===== config.mk =====
export PLATFORM = sky130hd
export DESIGN_NAME = fwnoc_link_arb_flat
export DESIGN_NICKNAME = d
export VERILOG_FILES = /design/src/rtl/fwnoc_link_pkg.sv /design/src/rtl/fwnoc_link_if.sv /design/src/rtl/fwnoc_link_fifo.sv /design/src/rtl/fwnoc_link_arb.sv /design/src/flat_wrapper.sv
export SDC_FILE = /design/constraint.sdc
export NUM_CORES = 1
export LEC_CHECK = 0
export ABC_CLOCK_PERIOD_IN_PS = 4700
export CAP_MARGIN = 15
export CORE_MARGIN = 5
export CORE_UTILIZATION = 45
export CTS_CLUSTER_DIAMETER = 150
export DETAILED_ROUTE_END_ITERATION = 8
export SYNTH_ARGS = -nofsm -noshare
export SYNTH_HDL_FRONTEND = slang
export SYNTH_SLANG_ARGS = --single-unit

===== constraint.sdc =====
create_clock -name clock -period 4.7 [get_ports clock]
set_input_delay 0.705 -clock clock [delete_from_list [all_inputs] [get_ports clock]]
set_output_delay 0.705 -clock clock [all_outputs]
set_load 0.05 [all_outputs]

===== src/rtl/fwnoc_link_pkg.sv =====
// Shared types and constants for the off-chip NoC link arbiter.
// Channel ids match the link_chan encoding; NOC_LEN_* locate the header payload-length field.
package fwnoc_link_pkg;

    localparam int NUM_CHAN    = 3;
    localparam int NOC_LEN_MSB = 29;
    localparam int NOC_LEN_LSB = 22;
    localparam int NOC_LEN_W   = NOC_LEN_MSB - NOC_LEN_LSB + 1;

    typedef enum logic [1:0] {
        CHAN_NOC1 = 2'd0,
        CHAN_NOC2 = 2'd1,
        CHAN_NOC3 = 2'd2
    } chan_id_t;

    // Round-robin successor; channel id 3 is never produced.
    function automatic chan_id_t chan_next(input chan_id_t c);
        case (c)
            CHAN_NOC1: return CHAN_NOC2;
            CHAN_NOC2: return CHAN_NOC3;
            default:   return CHAN_NOC1;
        endcase
    endfunction

endpackage


===== src/rtl/fwnoc_link_if.sv =====
// Bundles the three credit-based input channels and the merged off-chip link.
// slave = arbiter side, master = chip/bridge side driving flits and link credits.
interface fwnoc_link_if #(
    parameter int DATA_WIDTH = 64
);
    import fwnoc_link_pkg::*;

    logic [NUM_CHAN-1:0]            in_valid;
    logic [NUM_CHAN*DATA_WIDTH-1:0] in_data;
    logic [NUM_CHAN-1:0]            in_yummy;
    logic                           link_valid;
    logic [1:0]                     link_chan;
    logic [DATA_WIDTH-1:0]          link_data;
    logic [NUM_CHAN-1:0]            link_yummy;
    logic [NUM_CHAN-1:0]            err_overflow;

    modport master (
        output in_valid, in_data, link_yummy,
        input  in_yummy, link_valid, link_chan, link_data, err_overflow
    );

    modport slave (
        input  in_valid, in_data, link_yummy,
        output in_yummy, link_valid, link_chan, link_data, err_overflow
    );

endinterface


===== src/rtl/fwnoc_link_fifo.sv =====
// Synchronous per-channel input FIFO with combinational head view.
// A pop on a full FIFO frees the slot for a push on the same edge; pops on empty are ignored.
module fwnoc_link_fifo #(
    parameter int DEPTH = 4,
    parameter int WIDTH = 64
) (
    input  logic             clock,
    input  logic             rst_n,
    input  logic             push,
    input  logic [WIDTH-1:0] push_data,
    input  logic             pop,
    output logic             full,
    output logic             empty,
    output logic [WIDTH-1:0] head
);

    localparam int AW = (DEPTH > 1) ? $clog2(DEPTH) : 1;

    logic [WIDTH-1:0] mem [DEPTH];
    logic [AW-1:0]    rd_ptr_reg;
    logic [AW-1:0]    wr_ptr_reg;
    logic [AW:0]      count_reg;
    logic             do_push;
    logic             do_pop;

    assign empty   = (count_reg == '0);
    assign full    = (count_reg == (AW+1)'(DEPTH));
    assign do_pop  = pop && !empty;
    assign do_push = push && (!full || do_pop);
    assign head    = mem[rd_ptr_reg];

    always_ff @(posedge clock) begin
        if (do_push) begin
            mem[wr_ptr_reg] <= push_data;
        end
    end

    // Pointers wrap explicitly so DEPTH need not be a power of two.
    always_ff @(posedge clock or negedge rst_n) begin
        if (!rst_n) begin
            rd_ptr_reg <= '0;
            wr_ptr_reg <= '0;
            count_reg  <= '0;
        end else begin
            if (do_push) begin
                wr_ptr_reg <= (wr_ptr_reg == AW'(DEPTH - 1)) ? '0 : wr_ptr_reg + 1'b1;
            end
            if (do_pop) begin
                rd_ptr_reg <= (rd_ptr_reg == AW'(DEPTH - 1)) ? '0 : rd_ptr_reg + 1'b1;
            end
            case ({do_push, do_pop})
                2'b10:   count_reg <= count_reg + 1'b1;
                2'b01:   count_reg <= count_reg - 1'b1;
                default: count_reg <= count_reg;
            endcase
        end
    end

endmodule


===== src/rtl/fwnoc_link_arb.sv =====
// Merges noc1/noc2/noc3 onto one off-chip link: input FIFOs, yummy return, downstream credits, RR grant.
// Define FWNOC_LINK_PKT_LOCK_EN to hold the grant on one channel for a whole multi-flit packet.
module fwnoc_link_arb
    import fwnoc_link_pkg::*;
#(
    parameter int DATA_WIDTH  = 64,
    parameter int IN_DEPTH    = 4,
    parameter int OUT_CREDITS = 8
) (
    input logic         clock,
    input logic         rst_n,
    fwnoc_link_if.slave bus
);

    localparam int CW = $clog2(OUT_CREDITS + 1);

    logic [NUM_CHAN-1:0]   fifo_full;
    logic [NUM_CHAN-1:0]   fifo_empty;
    logic [NUM_CHAN-1:0]   eligible;
    logic [NUM_CHAN-1:0]   pop;
    logic [DATA_WIDTH-1:0] head [NUM_CHAN];
    logic [CW-1:0]         credit_reg [NUM_CHAN];
    logic [NUM_CHAN-1:0]   in_yummy_reg;
    logic [NUM_CHAN-1:0]   err_overflow_reg;
    logic                  link_valid_reg;
    logic [1:0]            link_chan_reg;
    logic [DATA_WIDTH-1:0] link_data_reg;
    chan_id_t              rr_ptr_reg;
    chan_id_t              grant_chan;
    logic                  grant_valid;

`ifdef FWNOC_LINK_PKT_LOCK_EN
    logic                 lock_active_reg;
    chan_id_t             lock_chan_reg;
    logic [NOC_LEN_W-1:0] remain_reg;
    logic [NOC_LEN_W-1:0] head_len;
`endif

    generate
        for (genvar gi = 0; gi < NUM_CHAN; gi++) begin : g_chan
            fwnoc_link_fifo #(
                .DEPTH (IN_DEPTH),
                .WIDTH (DATA_WIDTH)
            ) u_fifo (
                .clock     (clock),
                .rst_n     (rst_n),
                .push      (bus.in_valid[gi]),
                .push_data (bus.in_data[gi*DATA_WIDTH +: DATA_WIDTH]),
                .pop       (pop[gi]),
                .full      (fifo_full[gi]),
                .empty     (fifo_empty[gi]),
                .head      (head[gi])
            );
            assign eligible[gi] = !fifo_empty[gi] && (credit_reg[gi] != '0);
        end
    endgenerate

    always_comb begin
        chan_id_t cand;
        grant_valid = 1'b0;
        grant_chan  = rr_ptr_reg;
        cand        = rr_ptr_reg;
        for (int k = 0; k < NUM_CHAN; k++) begin
            if (!grant_valid && eligible[cand]) begin
                grant_valid = 1'b1;
                grant_chan  = cand;
            end
            cand = chan_next(cand);
        end
`ifdef FWNOC_LINK_PKT_LOCK_EN
        // A locked channel stalls the link rather than yielding it.
        if (lock_active_reg) begin
            grant_chan  = lock_chan_reg;
            grant_valid = eligible[lock_chan_reg];
        end
`endif
    end

    assign pop = grant_valid ? (NUM_CHAN'(1) << grant_chan) : '0;

    always_ff @(posedge clock or negedge rst_n) begin
        if (!rst_n) begin
            link_valid_reg   <= 1'b0;
            link_chan_reg    <= 2'd0;
            link_data_reg    <= '0;
            rr_ptr_reg       <= CHAN_NOC1;
            in_yummy_reg     <= '0;
            err_overflow_reg <= '0;
            for (int i = 0; i < NUM_CHAN; i++) begin
                credit_reg[i] <= CW'(OUT_CREDITS);
            end
        end else begin
            link_valid_reg <= grant_valid;
            if (grant_valid) begin
                link_chan_reg <= grant_chan;
                link_data_reg <= head[grant_chan];
                rr_ptr_reg    <= chan_next(grant_chan);
            end
            in_yummy_reg <= pop;
            for (int i = 0; i < NUM_CHAN; i++) begin
                // Only a flit actually dropped counts as overflow; a same-edge pop makes room.
                if (bus.in_valid[i] && fifo_full[i] && !pop[i]) begin
                    err_overflow_reg[i] <= 1'b1;
                end
                case ({pop[i], bus.link_yummy[i]})
                    2'b10: credit_reg[i] <= credit_reg[i] - 1'b1;
                    2'b01: if (credit_reg[i] != CW'(OUT_CREDITS)) credit_reg[i] <= credit_reg[i] + 1'b1;
                    default: credit_reg[i] <= credit_reg[i];
                endcase
            end
        end
    end

`ifdef FWNOC_LINK_PKT_LOCK_EN
    assign head_len = head[grant_chan][NOC_LEN_MSB:NOC_LEN_LSB];

    always_ff @(posedge clock or negedge rst_n) begin
        if (!rst_n) begin
            lock_active_reg <= 1'b0;
            lock_chan_reg   <= CHAN_NOC1;
            remain_reg      <= '0;
        end else if (grant_valid) begin
            if (lock_active_reg) begin
                remain_reg <= remain_reg - 1'b1;
                if (remain_reg == NOC_LEN_W'(1)) begin
                    lock_active_reg <= 1'b0;
                end
            end else if (head_len != '0) begin
                lock_active_reg <= 1'b1;
                lock_chan_reg   <= grant_chan;
                remain_reg      <= head_len;
            end
        end
    end
`endif

    assign bus.link_valid   = link_valid_reg;
    assign bus.link_chan    = link_chan_reg;
    assign bus.link_data    = link_data_reg;
    assign bus.in_yummy     = in_yummy_reg;
    assign bus.err_overflow = err_overflow_reg;

endmodule

===== src/flat_wrapper.sv =====
// flat-port wrapper written by rule: the top's interface ports become plain ports
module fwnoc_link_arb_flat import fwnoc_link_pkg::*;
#(
    parameter int DATA_WIDTH  = 64,
    parameter int IN_DEPTH    = 4,
    parameter int OUT_CREDITS = 8
)
  (clock, rst_n, bus_in_valid, bus_in_data, bus_link_yummy, bus_in_yummy, bus_link_valid, bus_link_chan, bus_link_data, bus_err_overflow);
  fwnoc_link_if #(.DATA_WIDTH(DATA_WIDTH)) bus_i ();
  input logic clock;
  input logic rst_n;
  input wire logic [$bits(bus_i.in_valid)-1:0] bus_in_valid;
  input wire logic [$bits(bus_i.in_data)-1:0] bus_in_data;
  input wire logic [$bits(bus_i.link_yummy)-1:0] bus_link_yummy;
  output wire logic [$bits(bus_i.in_yummy)-1:0] bus_in_yummy;
  output wire logic [$bits(bus_i.link_valid)-1:0] bus_link_valid;
  output wire logic [$bits(bus_i.link_chan)-1:0] bus_link_chan;
  output wire logic [$bits(bus_i.link_data)-1:0] bus_link_data;
  output wire logic [$bits(bus_i.err_overflow)-1:0] bus_err_overflow;
  assign bus_i.in_valid = bus_in_valid;
  assign bus_i.in_data = bus_in_data;
  assign bus_i.link_yummy = bus_link_yummy;
  assign bus_in_yummy = bus_i.in_yummy;
  assign bus_link_valid = bus_i.link_valid;
  assign bus_link_chan = bus_i.link_chan;
  assign bus_link_data = bus_i.link_data;
  assign bus_err_overflow = bus_i.err_overflow;
  fwnoc_link_arb #(.DATA_WIDTH(DATA_WIDTH), .IN_DEPTH(IN_DEPTH), .OUT_CREDITS(OUT_CREDITS)) u_core (.clock(clock), .rst_n(rst_n), .bus(bus_i));
endmodule

======== Word-level counts from Yosys, hierarchy flattened ========
Memories as Yosys holds them, arrays and structs flattened.
Cells that the tools add are included.
operators by class
  add/sub/neg operators ................... 18
  magnitude comparators ................... 4
  equality and inequality tests ........... 30
  shifts and indexed selects .............. 1
  multiplexer cells ....................... 39
  bitwise operators ....................... 1
  reductions and logical operators ........ 49
operator list
  cell                                                                           number
  64-bit binary-select mux with 2-bit select                                     1
  64-bit 2-to-1 mux                                                              2
  2-bit equality test (second input constant)                                    12
  4-bit one-hot mux with 2 select lines                                          3
  2-bit by 1-bit equality test with 1-bit output (second input constant)         9
  3-bit one-hot mux with 2 select lines                                          3
  1-bit logical AND                                                              17
  2-bit 2-to-1 mux                                                               8
  2-bit by 1-bit adder with 2-bit output (second input constant)                 6
  4-bit by 1-bit adder with 4-bit output (second input constant)                 3
  1-bit 2-to-1 mux                                                               12
  4-bit 2-to-1 mux                                                               3
  4-bit inequality test (second input constant)                                  3
  2-bit one-hot mux with 2 select lines                                          3
  2-bit nonzero test                                                             6
  4-bit nonzero test                                                             3
  4-bit by 1-bit subtractor with 4-bit output (second input constant)            3
  1-bit zero test                                                                11
  3-bit by 1-bit adder with 3-bit output (second input constant)                 3
  3-bit equality test (second input constant)                                    3
  3-bit zero test                                                                3
  2-bit by 3-bit less-than comparator with 1-bit output (second input constant)  3
  3-bit by 1-bit subtractor with 3-bit output (second input constant)            3
  1-bit binary-select mux with 2-bit select                                      3
  other kinds (8)                                                                16
word-level totals
  bits in registers ....................... 108
  RAM bits ................................ 768
  input bits .............................. 200
  logic and storage cells ................. 165
  memories ................................ 3
memories
  name                         words  width  read ports  clocked after Yosys merged registers in  write ports  RTL line               RTL
  u_core.g_chan[0].u_fifo.mem  4      64     1           0                                        1            fwnoc_link_fifo.sv:19  logic [WIDTH-1:0] mem [DEPTH];
  u_core.g_chan[1].u_fifo.mem  4      64     1           0                                        1            fwnoc_link_fifo.sv:19
  u_core.g_chan[2].u_fifo.mem  4      64     1           0                                        1            fwnoc_link_fifo.sv:19

======== Longest topological paths before layout ========
Gate-level depths: netlist (run 1).
  word-level depth ........................ 19
  gate-level depth with buffers ........... 13

======== Modules after synthesis ========
From an unflattened synthesis (run 1), not the netlist that was laid out.
unflattened totals
  cell total of the unflattened synthesis .. 1,783
  area, all modules ....................... 34,845.9 um2
modules (own cells, without submodules)
  module           times used  cells an instance  area an instance (um2)  sequential area each (um2)
  fwnoc_link_fifo  3           390                9,758.1                 7,862.5
  fwnoc_link_arb   1           613                5,571.6                 2,180.8

======== Worst setup path after synthesis (run 1) ========
OpenSTA, ideal clock, no wires.
  path kind ............................... reg2reg
  start ................................... register u_core.credit_reg[1] (netlist name)
  end ..................................... memory u_core.g_chan[1].u_fifo.mem[0][0] (enable)
  arrival ................................. 3.595 ns
  setup slack ............................. 0.676 ns
  stages on the path, launching flop included .. 10
  buffers on the path ..................... 3
  period minus slack after synthesis ...... 4.024 ns
  cells stage by stage .................... dfrtp_1 or4_1 buf_2 and3_4 buf_6 or3_1 buf_6 clkinv_8 o21a_2 and2_1
between the ends
  longest elaborated chain between the ends .. 18
ends and longest elaborated chain
  element                                      RTL line               RTL
  from (decl)                                  fwnoc_link_arb.sv:22   logic [CW-1:0] credit_reg [NUM_CHAN];
  from (signal, indexed assignment)            fwnoc_link_arb.sv:90   credit_reg[i] <= CW'(OUT_CREDITS);
  from (signal, indexed assignment)            fwnoc_link_arb.sv:106  2'b10: credit_reg[i] <= credit_reg[i] - 1'b1;
  from (signal, indexed assignment)            fwnoc_link_arb.sv:108  default: credit_reg[i] <= credit_reg[i];
  4-bit nonzero test *                         fwnoc_link_arb.sv:54   assign eligible[gi] = !fifo_empty[gi] && (credit_reg[gi] != '0);
  1-bit logical AND *                          fwnoc_link_arb.sv:54
  1-bit binary-select mux with 2-bit select    fwnoc_link_arb.sv:64   if (!grant_valid && eligible[cand]) begin
  1-bit 2-to-1 mux (not written as such)       fwnoc_link_arb.sv:64
  1-bit 2-to-1 mux                             fwnoc_link_arb.sv:64
  1-bit zero test                              fwnoc_link_arb.sv:64
  1-bit logical AND                            fwnoc_link_arb.sv:64
  1-bit 2-to-1 mux                             fwnoc_link_arb.sv:64
  [3 not listed]                               n/a
  1-bit by 2-bit left shift with 3-bit output  fwnoc_link_arb.sv:79   assign pop = grant_valid ? (NUM_CHAN'(1) << grant_chan) : '0;
  3-bit 2-to-1 mux *                           fwnoc_link_arb.sv:79
  net u_core.g_chan[1].u_fifo.pop              fwnoc_link_fifo.sv:11  input logic pop,
  1-bit logical AND *                          fwnoc_link_fifo.sv:28  assign do_pop = pop && !empty;
  1-bit logical OR *                           fwnoc_link_fifo.sv:29  assign do_push = push && (!full || do_pop);
  1-bit logical AND *                          fwnoc_link_fifo.sv:29
  1-bit 2-to-1 mux *                           fwnoc_link_fifo.sv:33  if (do_push) begin
  1-bit 2-to-1 mux (not written as such) *     fwnoc_link_fifo.sv:34  mem[wr_ptr_reg] <= push_data;
  to (decl)                                    fwnoc_link_fifo.sv:19
Mark *: on every way through the listed nets, which the timed path passes. The rest lies on a longest branch. The select of a mux whose other input is x is not followed.

======== Worst setup path after layout (run 1) ========
  start ................................... register u_core.credit_reg[0] (netlist name)
  end ..................................... memory u_core.g_chan[0].u_fifo.mem[2][57] (enable)
between the ends
  longest elaborated chain between the ends .. 18
ends and longest elaborated chain
  element                                      RTL line
  4-bit nonzero test *                         fwnoc_link_arb.sv:54
  1-bit logical AND *                          fwnoc_link_arb.sv:54
  1-bit binary-select mux with 2-bit select    fwnoc_link_arb.sv:64
  1-bit 2-to-1 mux (not written as such)       fwnoc_link_arb.sv:64
  1-bit 2-to-1 mux                             fwnoc_link_arb.sv:64
  1-bit zero test                              fwnoc_link_arb.sv:64
  1-bit logical AND                            fwnoc_link_arb.sv:64
  1-bit 2-to-1 mux                             fwnoc_link_arb.sv:64
  [3 not listed]                               n/a
  1-bit by 2-bit left shift with 3-bit output  fwnoc_link_arb.sv:79
  3-bit 2-to-1 mux *                           fwnoc_link_arb.sv:79
  net u_core.g_chan[0].u_fifo.pop              fwnoc_link_fifo.sv:11
  1-bit logical AND *                          fwnoc_link_fifo.sv:28
  1-bit logical OR *                           fwnoc_link_fifo.sv:29
  1-bit logical AND *                          fwnoc_link_fifo.sv:29
  1-bit 2-to-1 mux *                           fwnoc_link_fifo.sv:33
  1-bit 2-to-1 mux (not written as such) *     fwnoc_link_fifo.sv:34
  to (decl)                                    fwnoc_link_fifo.sv:19
Marks and branches as above.

==> metrics, run 1 <==
Pre-Repair DR Iteration Count 5; worst-path fanout max 40; #FFs+latches synth 876; library cells used by synthesis 63; post-synthesis cell count 1775; Layout fillers 5730; WP data required 4.99 ns; final WL 86900 um; Starting Density 45.2%; setup TNS 0 ns; Largest register FFs 768; fraction of layout cells with a size suffix above 1 20.7%; outcome completed; largest net degree at the start of global routing 81; Clock Latency Late Sink 0.64 ns; YS warnings 0; final worst path period need 3.78 ns; Slew Viols, Final 0; first-pass GRT wire length 128000 um; via count 18102; RSZ-0062 raised after global routing false; die extent in y 286 um; final-report setup violation count 0; fin nets 2331; Slew @ Worst Pin 1.12 ns; clk sinks 876; Worst Setup End Kind flop; via/cell ratio 5.72; gpl congestion 0.796; initial drt markers 1531; clock slew at reported path FFs 0.06 ns; FFs w/ async S/R, synth 12.3%; Reg-to-Reg Start u_core.credit_reg[0]$_DFFE_PN0P_; crit share post-route 80.4%; Seq/Total Area, Yosys 75.3%; RR Endpoint u_core.g_chan[0].u_fifo.mem[2][57]$_DFFE_PP_; Max Cap Viol 0; # DRC 0; total grt overflow 0; syn avg cell area 19.3 sq um; number of cells on the worst reg-to-reg path 8; EDFF count, synth 768; leakage 14.0 nW; CTS Buffer Depth 3; Die W 286 um; vias in the first global route 19272; most frequent cells in the layout edfxtp_1 (768), clkdlybuf4s50_1 (271), mux4_2 (192); top post-synthesis cells by area edfxtp_1 (67%), mux4_2 (13%), dfrtp_1 (7.7%), nor2_1 (1.8%), o22ai_1 (0.82%); antenna violations before repair 13; detailed placement HPWL 57200 um; Startpoint Class flop; Root Driver clkbuf_16; ANT nets after route 0; post-synthesis net count 2002; Global Route Usage Sum 21.2%; Core Area 0.0757 sq mm; # IOs 273; reg2reg setup slack 0.92 ns; hold crit path type in -> async; htree depth 3; share of the synthesized area in the top cell type 67.4%; port bufs 272; area leader, netlist edfxtp_1; Synth-to-Final Area Change 21.5%; CTS tree done; Die ar. 0.0816 sq mm; post-CTS setup buffer count 0; routed len/inst 27.5 um; commonest non-fill, non-tap cell in the layout edfxtp_1; top achievable clock speed 265 MHz; Main synth FF type edfxtp_1; final core occ 54.9%; CTS Buf Count 90; pwr/cell area 717 mW/mm^2; Max transition margin 25.4%; IR drop worst, VDD 0.000324 V; CTS-repair resized insts 0; Post-Syn Area 0.0342 sq mm; number of core rows 101; Hold Vio Cnt, Final 0; hold buffers post-CTS 0; Worst Path Arrival 4.07 ns; clk_skew 0.0258 ns; Crit Path Category reg -> reg
per-stage QoR:
step	setup slack (ns)	power, mW	hold WS, ns	cell area (sq um)	std cells
global placement	1.06	22.4	0.476	38400	2990
finish	0.923	29.8	0.172	41600	3165
CTS	0.926	30.2	0.186	41500	3156
global route	0.724	31.3	0.225	41500	3157
detailed placement	0.952	22.7	0.470	38400	2990
floorplan	0.676	18.7	0.409	34200	1775
synth_stat cells (3+ instances only):
cell,number
nor2b_1,16
xnor2_1,4
buf_1,14
and2_1,15
o22ai_1,45
nand2b_1,4
or3b_1,7
fa_1,6
o22a_1,12
nand3b_1,4
nand2_1,44
o21ai_1,9
clkbuf_1,60
edfxtp_1,768
inv_1,32
o21bai_1,3
mux4_2,192
dfstp_2,3
or3_1,7
nand3_1,6
or3b_2,18
nor3_1,13
buf_2,10
mux2_2,9
nor2_1,167
mux2i_1,4
a22oi_1,24
o32a_1,4
a21oi_1,47
o21ai_0,29
a221oi_1,23
xor2_1,3
ha_1,21
a21o_1,6
dfrtp_1,105
worst max path at each step:
| stage | startpoint | end | slack [ns] |
|---|---|---|---|
| after CTS | u_core.credit_reg[0]$_DFFE_PN0P_ | u_core.g_chan[0].u_fifo.mem[2][12]$_DFFE_PP_ | 0.93 |
| after detailed placement | u_core.credit_reg[0]$_DFFE_PN0P_ | u_core.g_chan[0].u_fifo.mem[2][23]$_DFFE_PP_ | 0.95 |
| after floorplan | u_core.credit_reg[1]$_DFFE_PN0P_ | u_core.g_chan[1].u_fifo.mem[0][0]$_DFFE_PP_ | 0.68 |
| after global placement | u_core.credit_reg[1]$_DFFE_PN0P_ | u_core.g_chan[0].u_fifo.mem[1][25]$_DFFE_PP_ | 1.06 |
| after global routing | u_core.credit_reg[4]$_DFFE_PN0P_ | u_core.g_chan[2].u_fifo.count_reg[2]$_DFFE_PN0P_ | 0.72 |
| final | u_core.credit_reg[0]$_DFFE_PN0P_ | u_core.g_chan[0].u_fifo.mem[2][57]$_DFFE_PP_ | 0.92 |
routing by layer:
layer  global-route usage [%]  up-vias  part of all wire [%]  wire length [um]
met3                     4.41      113                   6.5              5620
met1                     28.8     9532                    41             35700
met5                        0        -                 0.097                84
li1                         -     7854                     -                 -
met2                     35.6      591                    50             43800
met4                     5.41       12                   2.0              1750
critical path, stage by stage (launching register included):
cell and delay, ns:
dfrtp_1 0.45, or4_1 0.67, a22oi_1 0.53, o211ai_1 0.18, buf_4 0.27, inv_2 0.11
o21a_1 0.27, and2_4 0.55, buf_12 0.32
kinds of logic after synthesis:
logic type      Yosys count  synth area share (%)
mux                     207                  13.1
compound gates          225                  4.42
flops                   876                  75.3
simple gates            313                  4.38
buf+inv                 120                  1.43
xor+xnor                  7                 0.179
fa+ha+maj                27                  1.12
cell type report:
type / instances / area [sq um] / area share (%)
sequential: 876 / 25800 / 62.1
multi-input combinational: 779 / 8030 / 19.3
timing repair buffer: 323 / 3230 / 7.78
clock buffer: 126 / 2560 / 6.17
tap: 978 / 1220 / 2.94
clock inverter: 40 / 552 / 1.33
inverter: 34 / 140 / 0.337
antenna: 9 / 22.5 / 0.0542
report_power, final:
part           internal (mW)  switching (mW)  leakage [nW]
Sequential              10.5            1.34          8.31
Clock                   4.48            2.94          1.52
Combinational           4.37            6.12          4.13
Total                   19.4            10.4          14.0
(Power assumes the default switching activity.)
==> inputs of run 2 (changes only) <==
--- a/config.mk
+++ b/config.mk
@@ -5,7 +5,7 @@
 export SDC_FILE = /design/constraint.sdc
 export NUM_CORES = 1
 export LEC_CHECK = 0
-export ABC_CLOCK_PERIOD_IN_PS = 4700
+export ABC_CLOCK_PERIOD_IN_PS = 3630
 export CAP_MARGIN = 15
 export CORE_MARGIN = 5
 export CORE_UTILIZATION = 45
==> constraint.sdc (replaced) <==
create_clock -name clock -period 3.63 [get_ports clock]
set_input_delay 0.5445 -clock clock [delete_from_list [all_inputs] [get_ports clock]]
set_output_delay 0.5445 -clock clock [all_outputs]
set_load 0.05 [all_outputs]
==> run 2 against run 1 <==
Flip-flop and latch count unchanged. Clock skew increased by 0.0035 ns. Total power increased by 29%. Critical endpoint is now u_core.credit_reg[7]$_DFFE_PN1P_. Largest power group unchanged. Highest routed layer unchanged.
==> metrics, run 2 (synthesis gave the netlist of run 1 again) <==
antenna violations before repair 24; number of core rows 101; htree depth 3; clock slew at reported path FFs 0.06 ns; Clock Latency Late Sink 0.65 ns; outcome completed; Core Area 0.0757 sq mm; Starting Density 45.2%; Max Cap Viol 0; Post-Layout Cell Count 3184; Worst Setup End Kind flop; Net Switching 13.5 mW; Worst Path Arrival 3.89 ns; Clk network pwr share 23.7%; clk sinks 876; switching power share of the total 35.2%; Startpoint Class flop; Root Driver clkbuf_16; commonest non-fill, non-tap cell in the layout edfxtp_1; Die ar. 0.0816 sq mm; CTS Buffer Depth 3; final WL 85900 um; crit share post-route 91.4%; largest net degree at the start of global routing 64; fin nets 2344; # IOs 273; reg2reg setup slack 0.31 ns; initial drt markers 1438; sequential fraction of design power 39.4%; RSZ-0062 raised after global routing false; RR Endpoint u_core.credit_reg[7]$_DFFE_PN1P_; first-pass GRT wire length 127000 um; fraction of layout cells with a size suffix above 1 21.2%; worst-path fanout max 23; top achievable clock speed 301 MHz; total grt overflow 0; Slew Viols, Final 0; Int Pwr 24.9 mW; Pre-Repair DR Iteration Count 5; via count 18170; Max transition margin 33.7%; WP data required 4.20 ns; DP Cell Count 3003; CTS Buf Count 89; vias in the first global route 18994; Combinational Power Share 36.8%; HP Start u_core.bus.err_overflow[0]$_DFFE_PN0P_; routed len/inst 27.0 um; hold crit path type reg -> reg; via/cell ratio 5.71; end of the critical path u_core.credit_reg[7]$_DFFE_PN1P_; Die W 286 um; Crit Path Category reg -> reg; leakage 14.0 nW; CTS tree done; Slew @ Worst Pin 0.994 ns; pwr/cell area 919 mW/mm^2; Largest register FFs 768; gpl congestion 0.800; Hold Vio Cnt, Final 0; final worst path period need 3.32 ns; Reg-to-Reg Start u_core.credit_reg[1]$_DFFE_PN0P_; detailed placement HPWL 56600 um; Global Route Usage Sum 21.0%; clk_skew 0.0293 ns; most frequent cells in the layout edfxtp_1 (768), clkdlybuf4s50_1 (271), mux4_2 (192); Synth-to-Final Area Change 22.1%; number of cells on the worst reg-to-reg path 10; port bufs 272; die extent in y 286 um; IR drop worst, VDD 0.000445 V; ANT nets after route 0; final-report setup violation count 0; # DRC 0; setup TNS 0 ns; Worst Setup SP u_core.credit_reg[1]$_DFFE_PN0P_
run 2: changes by cell type in the layout (fill, tap and decap cells not counted), sizes merged:
cell,delta
bufinv,-8
clkbuf,+6
clkinv,+5
diode,+4
clkinvlp,-2
dlygate4sd3,+1
buf,+13
run 2: worst min-delay path by stage:
stage	cells past startpoint	to
CTS	1	u_core.g_chan[1].u_fifo.mem[1][43]$_DFFE_PP_
global route	1	u_core.g_chan[1].u_fifo.mem[1][36]$_DFFE_PP_
detailed placement	1	u_core.bus.err_overflow[2]$_DFFE_PN0P_
finish	1	u_core.bus.err_overflow[0]$_DFFE_PN0P_
global placement	1	u_core.g_chan[0].u_fifo.count_reg[2]$_DFFE_PN0P_
floorplan	0	u_core.bus.err_overflow[0]$_DFFE_PN0P_
run 2: power groups by stage:
stage	combinational [mW]	clock (mW)	sequential, mW
finish	14.1	9.11	15.1
global route	15.1	9.76	15.4
CTS	14.3	9.32	15.2
detailed placement	14.3	0	15.4
global placement	14.1	0	15.3
floorplan	8.23	0	15.9
run 2: layer usage:
metal | global-route usage [%] | share of wire (%) | routed length [um]
met1 | 27.8 | 41 | 34900
met2 | 35.4 | 51 | 43600
met3 | 5.14 | 6.7 | 5730
met4 | 5.03 | 1.8 | 1580
met5 | 0 | 0.15 | 133
run 2: area by class of cell:
| type | instances | area, sq um |
|---|---|---|
| timing repair buffer | 337 | 3540 |
| sequential | 876 | 25800 |
| fill | 5778 | 33900 |
| antenna | 13 | 32.5 |
| multi-input combinational | 779 | 8050 |
| clock buffer | 132 | 2620 |
| tap | 978 | 1220 |
| clock inverter | 35 | 363 |
| inverter | 34 | 140 |
run 2: what timing repair did:
item | CTS | global route
endpoints found under the hold margin | 57 | 0
gates resized for setup | 0 | 1
endpoints found under the setup margin | 0 | 1
hold buffers | 1 | 0
buffers inserted | 0 | 0
run 2: worst max-delay path, cell delays in order, from the launching register on:
cell      delay, ns
dfrtp_1        0.45
or4_1          0.71
and3_4         0.35
or3_4          0.50
nand2_1        0.19
ha_1           0.25
a21o_1         0.17
a21oi_1        0.22
nand3b_1       0.12
a21boi_0       0.13
o21ai_0        0.16
run 2: metrics by stage:
| stage | cell area (sq um) | setup WS, ns | power [mW] | hold slack [ns] | utilization [%] |
|---|---|---|---|---|---|
| finish | 41800 | 0.313 | 38.4 | 0.489 | 55.2 |
| global route | 41700 | 0.183 | 40.3 | 0.511 | 55.1 |
| CTS | 41700 | 0.131 | 38.9 | 0.495 | 55.1 |
| detailed placement | 38700 | 0.128 | 29.7 | 0.489 | 51.2 |
| global placement | 38700 | 0.188 | 29.3 | 0.480 | 51.2 |
| floorplan | 34200 | 0.302 | 24.1 | 0.249 | - |
